<file path="src/rtl/sw_input_avs.sv">
// Avalon-MM responder for the board slide switches: two-flop synchroniser, per-bit debounce,
// sticky edge capture with write-1-to-clear, and a maskable level interrupt.
module sw_input_avs #(
  parameter int WIDTH           = 4,
  parameter int DEBOUNCE_CYCLES = 500000,
  parameter int EDGE_MODE       = 2
) (
  input  logic              CLK,
  input  logic              RST,
  input  logic [WIDTH-1:0]  Sw,
  input  logic [1:0]        address,
  input  logic              read,
  input  logic              write,
  input  logic [31:0]       writedata,
  output logic [31:0]       readdata,
  output logic              irq
);

  localparam int CW = (DEBOUNCE_CYCLES > 2) ? $clog2(DEBOUNCE_CYCLES) : 1;
  localparam logic [CW-1:0] CNT_MAX = CW'(DEBOUNCE_CYCLES - 1);

  localparam logic [1:0] ADDR_DATA    = 2'd0;
  localparam logic [1:0] ADDR_IRQMASK = 2'd1;
  localparam logic [1:0] ADDR_EDGECAP = 2'd2;
  localparam logic [1:0] ADDR_RAW     = 2'd3;

  logic [WIDTH-1:0] syncStage;
  logic [WIDTH-1:0] sw_s;
  logic [WIDTH-1:0] db;
  logic [CW-1:0]    cnt [WIDTH];
  logic [WIDTH-1:0] irqMask;
  logic [WIDTH-1:0] edgeCap;

  logic [WIDTH-1:0] accept;
  logic [WIDTH-1:0] edgeSet;
  logic [WIDTH-1:0] w1cMask;
  logic             unused_wdata;

  assign unused_wdata = &{1'b0, writedata};

  // A bit is accepted on the edge its counter has seen DEBOUNCE_CYCLES-1 stable-different cycles
  always_comb begin
    accept  = '0;
    edgeSet = '0;
    w1cMask = '0;
    for (int i = 0; i < WIDTH; i++) begin
      accept[i] = (sw_s[i] != db[i]) && (cnt[i] == CNT_MAX);
    end
    case (EDGE_MODE)
      0:       edgeSet = accept & sw_s;
      1:       edgeSet = accept & ~sw_s;
      default: edgeSet = accept;
    endcase
    if (write && (address == ADDR_EDGECAP)) begin
      w1cMask = writedata[WIDTH-1:0];
    end
  end

  always_ff @(posedge CLK) begin
    if (RST) begin
      syncStage <= '0;
      sw_s      <= '0;
      db        <= '0;
      for (int i = 0; i < WIDTH; i++) begin
        cnt[i] <= '0;
      end
    end else begin
      syncStage <= Sw;
      sw_s      <= syncStage;
      for (int i = 0; i < WIDTH; i++) begin
        if (sw_s[i] == db[i]) begin
          cnt[i] <= '0;
        end else if (accept[i]) begin
          db[i]  <= sw_s[i];
          cnt[i] <= '0;
        end else begin
          cnt[i] <= cnt[i] + CW'(1);
        end
      end
    end
  end

  // Set has priority over a same-cycle write-1-to-clear
  always_ff @(posedge CLK) begin
    if (RST) begin
      irqMask <= '0;
      edgeCap <= '0;
    end else begin
      if (write && (address == ADDR_IRQMASK)) begin
        irqMask <= writedata[WIDTH-1:0];
      end
      edgeCap <= (edgeCap & ~w1cMask) | edgeSet;
    end
  end

  always_ff @(posedge CLK) begin
    if (RST) begin
      readdata <= '0;
    end else if (read) begin
      case (address)
        ADDR_DATA:    readdata <= 32'(db);
        ADDR_IRQMASK: readdata <= 32'(irqMask);
        ADDR_EDGECAP: readdata <= 32'(edgeCap);
        ADDR_RAW:     readdata <= 32'(sw_s);
        default:      readdata <= '0;
      endcase
    end
  end

  assign irq = |(edgeCap & irqMask);

endmodule

</file>
<file path="config.mk">
export PLATFORM = sky130hd
export DESIGN_NAME = sw_input_avs
export DESIGN_NICKNAME = d
export VERILOG_FILES = /design/src/rtl/sw_input_avs.sv
export SDC_FILE = /design/constraint.sdc
export NUM_CORES = 1
export LEC_CHECK = 0
export CAP_MARGIN = 40
export CELL_PAD_IN_SITES_DETAIL_PLACEMENT = 2
export CELL_PAD_IN_SITES_GLOBAL_PLACEMENT = 2
export CORE_MARGIN = 2
export CORE_UTILIZATION = 33
export CTS_BUF_LIST = sky130_fd_sc_hd__clkbuf_4
export DETAILED_ROUTE_END_ITERATION = 7
export MAX_ROUTING_LAYER = met4
export PLACE_DENSITY_LB_ADDON = 0.1
export SETUP_SLACK_MARGIN = 0.2
export SYNTH_ARGS = -nofsm -noshare
export SYNTH_HDL_FRONTEND = slang
export SYNTH_SLANG_ARGS = --single-unit
export TNS_END_PERCENT = 30
</file>
<file path="constraint.sdc">
create_clock -name CLK -period 2.1 [get_ports CLK]
set_input_delay 0.315 -clock CLK [delete_from_list [all_inputs] [get_ports CLK]]
set_output_delay 0.315 -clock CLK [all_outputs]
set_load 0.005 [all_outputs]
</file>
==> run_results.csv <==
group,metric,value,unit
min_path,hold_depth,2,
yosys,synth-seq-cells,100,
worst_setup_path,reg2reg_from,"cnt[1][6]",
layout,drive_gt1_share,16.4,%
yosys,yosys.area_share.adder,0.930,%
route,post_drt_wl_per_cell,15.3,um
route,drtAntennaViolNets,0,
yosys,synthSimpleGateAreaFrac,22.8,%
min_path,hp-class,"input pin to register",
yosys,synth_cells,520,
pwr,switching_share,24.1,%
layout,fill_cells,1766,
timing,finalClockSkew,0.0168,ns
global_route,grt_max_degree,20,
yosys,yosysWarnings,0,
route,drt-total-wl,13500,um
global_route,overflow,0,
floorplan,die_w,132,um
worst_setup_path,regToRegSetupSlack,-0.05,ns
placement,hpwl,9870,um
route,drt_iter0_drc,221,
worst_setup_path,r2r_cells,5,
yosys,ys.flop_type,"edfxtp_1",
layout,fin_nets,707,
run_status,violations,"setup timing",
cts,clk_path_buf_depth,2,
floorplan,ios,75,
pwr,ir_drop,0.370,mV
timing,timing.fmax,464,MHz
pwr,clockPowerShare,30.5,%
route,via_per_inst,4.72,
yosys,synth_mux_area_share,3.35,%
run,drv_cap,0,
yosys,async_reset_ff_share,0,%
run_status,status,"finished, violations left",
placement,portBuffers,18,
layout,final_cell_mix,"104 x conb_1, 76 x nor2_1, 76 x edfxtp_1",
min_path,hold_end,"syncStage[0]",
global_route,grt_usage,16.2,%
cts,cts_tree,"yes",
worst_setup_path,crit_arrival,2.38,ns
pwr,cellLeakagePower,0.00242,uW
pwr,power.switching,890,uW
layout,final_core_util,41.9,%
floorplan,rows,46,
cts,cts_sinks,100,
global_route,grt_pass1_wl,22100,um
route,drc,0,
pwr,powerDensity,554,mW/mm2
timing,grt_setup_unrepaired,"yes",
floorplan,core_area,0.0159,mm2
route,first_pass_iters,4,
global_route,antenna_found_initial,1,
pwr,p_int,2800,uW
pwr,pwr-share-comb,7.9,%
global_route,grt_pass1_vias,4472,
pwr,power_frac_seq,61.6,%
worst_setup_path,critPathRequiredTime,2.33,ns
yosys,syn_area,0.00538,mm2
timing,tns,-0.777,ns
floorplan,chipHeight,132,um
cts,clkTransAtPathRegs,0.15,ns
floorplan,die_area,0.0173,mm2
pwr,finalPower,3690,uW
cts,numCtsBuffers,9,
yosys,syn_avg_cell_area,10.3,um2
timing,period_needed,2.15,ns
placement,globalplace.congestion,0.764,
yosys,synth_top_family_by_area,"simple AND/OR/NAND/NOR gates",
yosys,synth_enable_flop_cells,76,
min_path,min_from,"Sw[0]",
timing,slew_viol_final,0,
layout,layout_commonest_cell,"conb_1",
yosys,synth-compound-area-share,6.35,%
timing,setup_viol,18,
yosys,synth_xor_area_share,8.79,%
yosys,ys_seq_area_share,51.3,%
cts,clk_latency,0.47,ns
worst_setup_path,crit_fanout,17,
worst_setup_path,critPathLaunchType,"register",
worst_setup_path,rr_endpoint,"cnt[1][18]",
cts,cts_root_buffer,"clkbuf_4",
worst_setup_path,cp-end-kind,"register",
timing,fin_crit_sh,103,%
timing,finalHoldViolations,0,
worst_setup_path,path_class,"register to register",
route,vias,4167,
yosys,synth_cell_type_count,51,
floorplan,start_util,33.9,%
timing,finalWorstSetupSlack,-0.0546,ns
layout,syn2layout_area_growth,23.7,%
cts,htree_levels,3,
power groups by stage:
stage / clock network, uW / logic (uW) / registers [uW]
2_1_floorplan: 0 / 197 / 2300
3_3_place_gp: 0 / 247 / 2310
3_5_place_dp: 0 / 257 / 2320
4_1_cts: 1190 / 263 / 2280
5_1_grt: 1270 / 327 / 2290
6_report: 1130 / 290 / 2270
synthesized netlist by cell type (2+ instances only):
master | number | share of area (%)
clkbuf_1 | 12 | 0.84
buf_4 | 28 | 3.9
ha_1 | 4 | 0.93
dfxtp_1 | 24 | 8.9
nor2b_1 | 8 | 0.93
conb_1 | 2 | 0.14
nand3_1 | 21 | 2.0
nor3_1 | 12 | 1.1
inv_1 | 16 | 1.1
buf_2 | 2 | 0.19
and3_1 | 5 | 0.58
and4_1 | 6 | 0.98
o21ai_0 | 12 | 1.1
edfxtp_1 | 76 | 42
nand2_1 | 35 | 2.4
mux2i_1 | 9 | 1.7
a22oi_1 | 2 | 0.28
o21a_1 | 4 | 0.56
nor4_1 | 11 | 1.3
xor2_1 | 26 | 4.2
a32o_1 | 2 | 0.37
nor2_1 | 76 | 5.3
or4_1 | 7 | 0.98
xnor2_1 | 28 | 4.6
nand4_1 | 20 | 2.3
or2_2 | 2 | 0.23
nor4b_1 | 3 | 0.49
or3_1 | 14 | 1.6
a21oi_1 | 19 | 1.8
a31o_2 | 3 | 0.49
and2_1 | 4 | 0.46
mux4_2 | 4 | 1.7
o31ai_1 | 5 | 0.70
sequential cells by signal, summed over array words and instances (netlist names):
| signal | count |
|---|---|
| cnt | 76 |
| db | 4 |
| edgeCap | 4 |
| irqMask | 4 |
| readdata | 4 |
| sw_s | 4 |
| syncStage | 4 |
worst max-delay path, cell delays in order, from the launching register on:
cell and delay (ns):
edfxtp_1 0.43, or4b_4 0.56, or4_4 0.56, o21bai_4 0.15
buf_12 0.16, a21oi_1 0.05
layer usage:
layer,up-vias,global-route usage [%],part of all wire (%)
li1,2025,-,-
met1,2085,18.2,43
met2,44,29.3,53
met3,13,4.01,2.8
met4,0,3.44,1.0
met5,-,-,0
timing repair:
item	4_1_cts	5_1_grt
gates resized for setup	20	8
hold buffers	0	0
endpoints found under the setup margin	34	72
pin swaps	5	9
buffers inserted	0	21
per-stage QoR:
| step | hold slack (ns) | worst slack, ns | cells | cell area [um2] |
|---|---|---|---|---|
| floorplan | 0.414 | -0.0556 | 622 | 5780 |
| global placement | 0.422 | -0.0241 | 845 | 6240 |
| detailed placement | 0.431 | -0.0874 | 845 | 6240 |
| CTS | 0.330 | -0.0792 | 861 | 6460 |
| global route | 0.350 | -0.115 | 883 | 6660 |
| finish | 0.385 | -0.0546 | 883 | 6660 |
worst max-delay path by stage:
stage	start	to	slack (ns)
2_1_floorplan	cnt[1][9]	cnt[1][16]	-0.06
3_3_place_gp	cnt[1][6]	cnt[1][18]	-0.02
3_5_place_dp	cnt[1][6]	cnt[1][18]	-0.09
4_1_cts	cnt[1][6]	cnt[1][18]	-0.08
5_1_grt	cnt[1][6]	cnt[1][18]	-0.12
6_report	cnt[1][6]	cnt[1][18]	-0.05
logic make-up after synthesis:
kind of cell,after synthesis
other,2
AO/OA/AOI/OAI,52
buffers and inverters,60
multiplexers,13
AND/OR/NAND/NOR,235
XOR/XNOR,54
flip-flops,100
adder cells (fa/ha/maj),4
area by class of cell:
cell class / instances / area [um2] / share of cell area, %
multi-input cells: 462 / 2790 / 41.8
inverters: 16 / 60.1 / 0.902
flip-flops and latches: 100 / 2770 / 41.5
repair buffers: 72 / 626 / 9.40
diodes: 1 / 2.50 / 0.0376
clock buffers: 9 / 67.6 / 1.01
clock inverters: 7 / 81.3 / 1.22
well taps: 216 / 270 / 4.06
No activity file was read; power rests on OpenSTA's default activity.
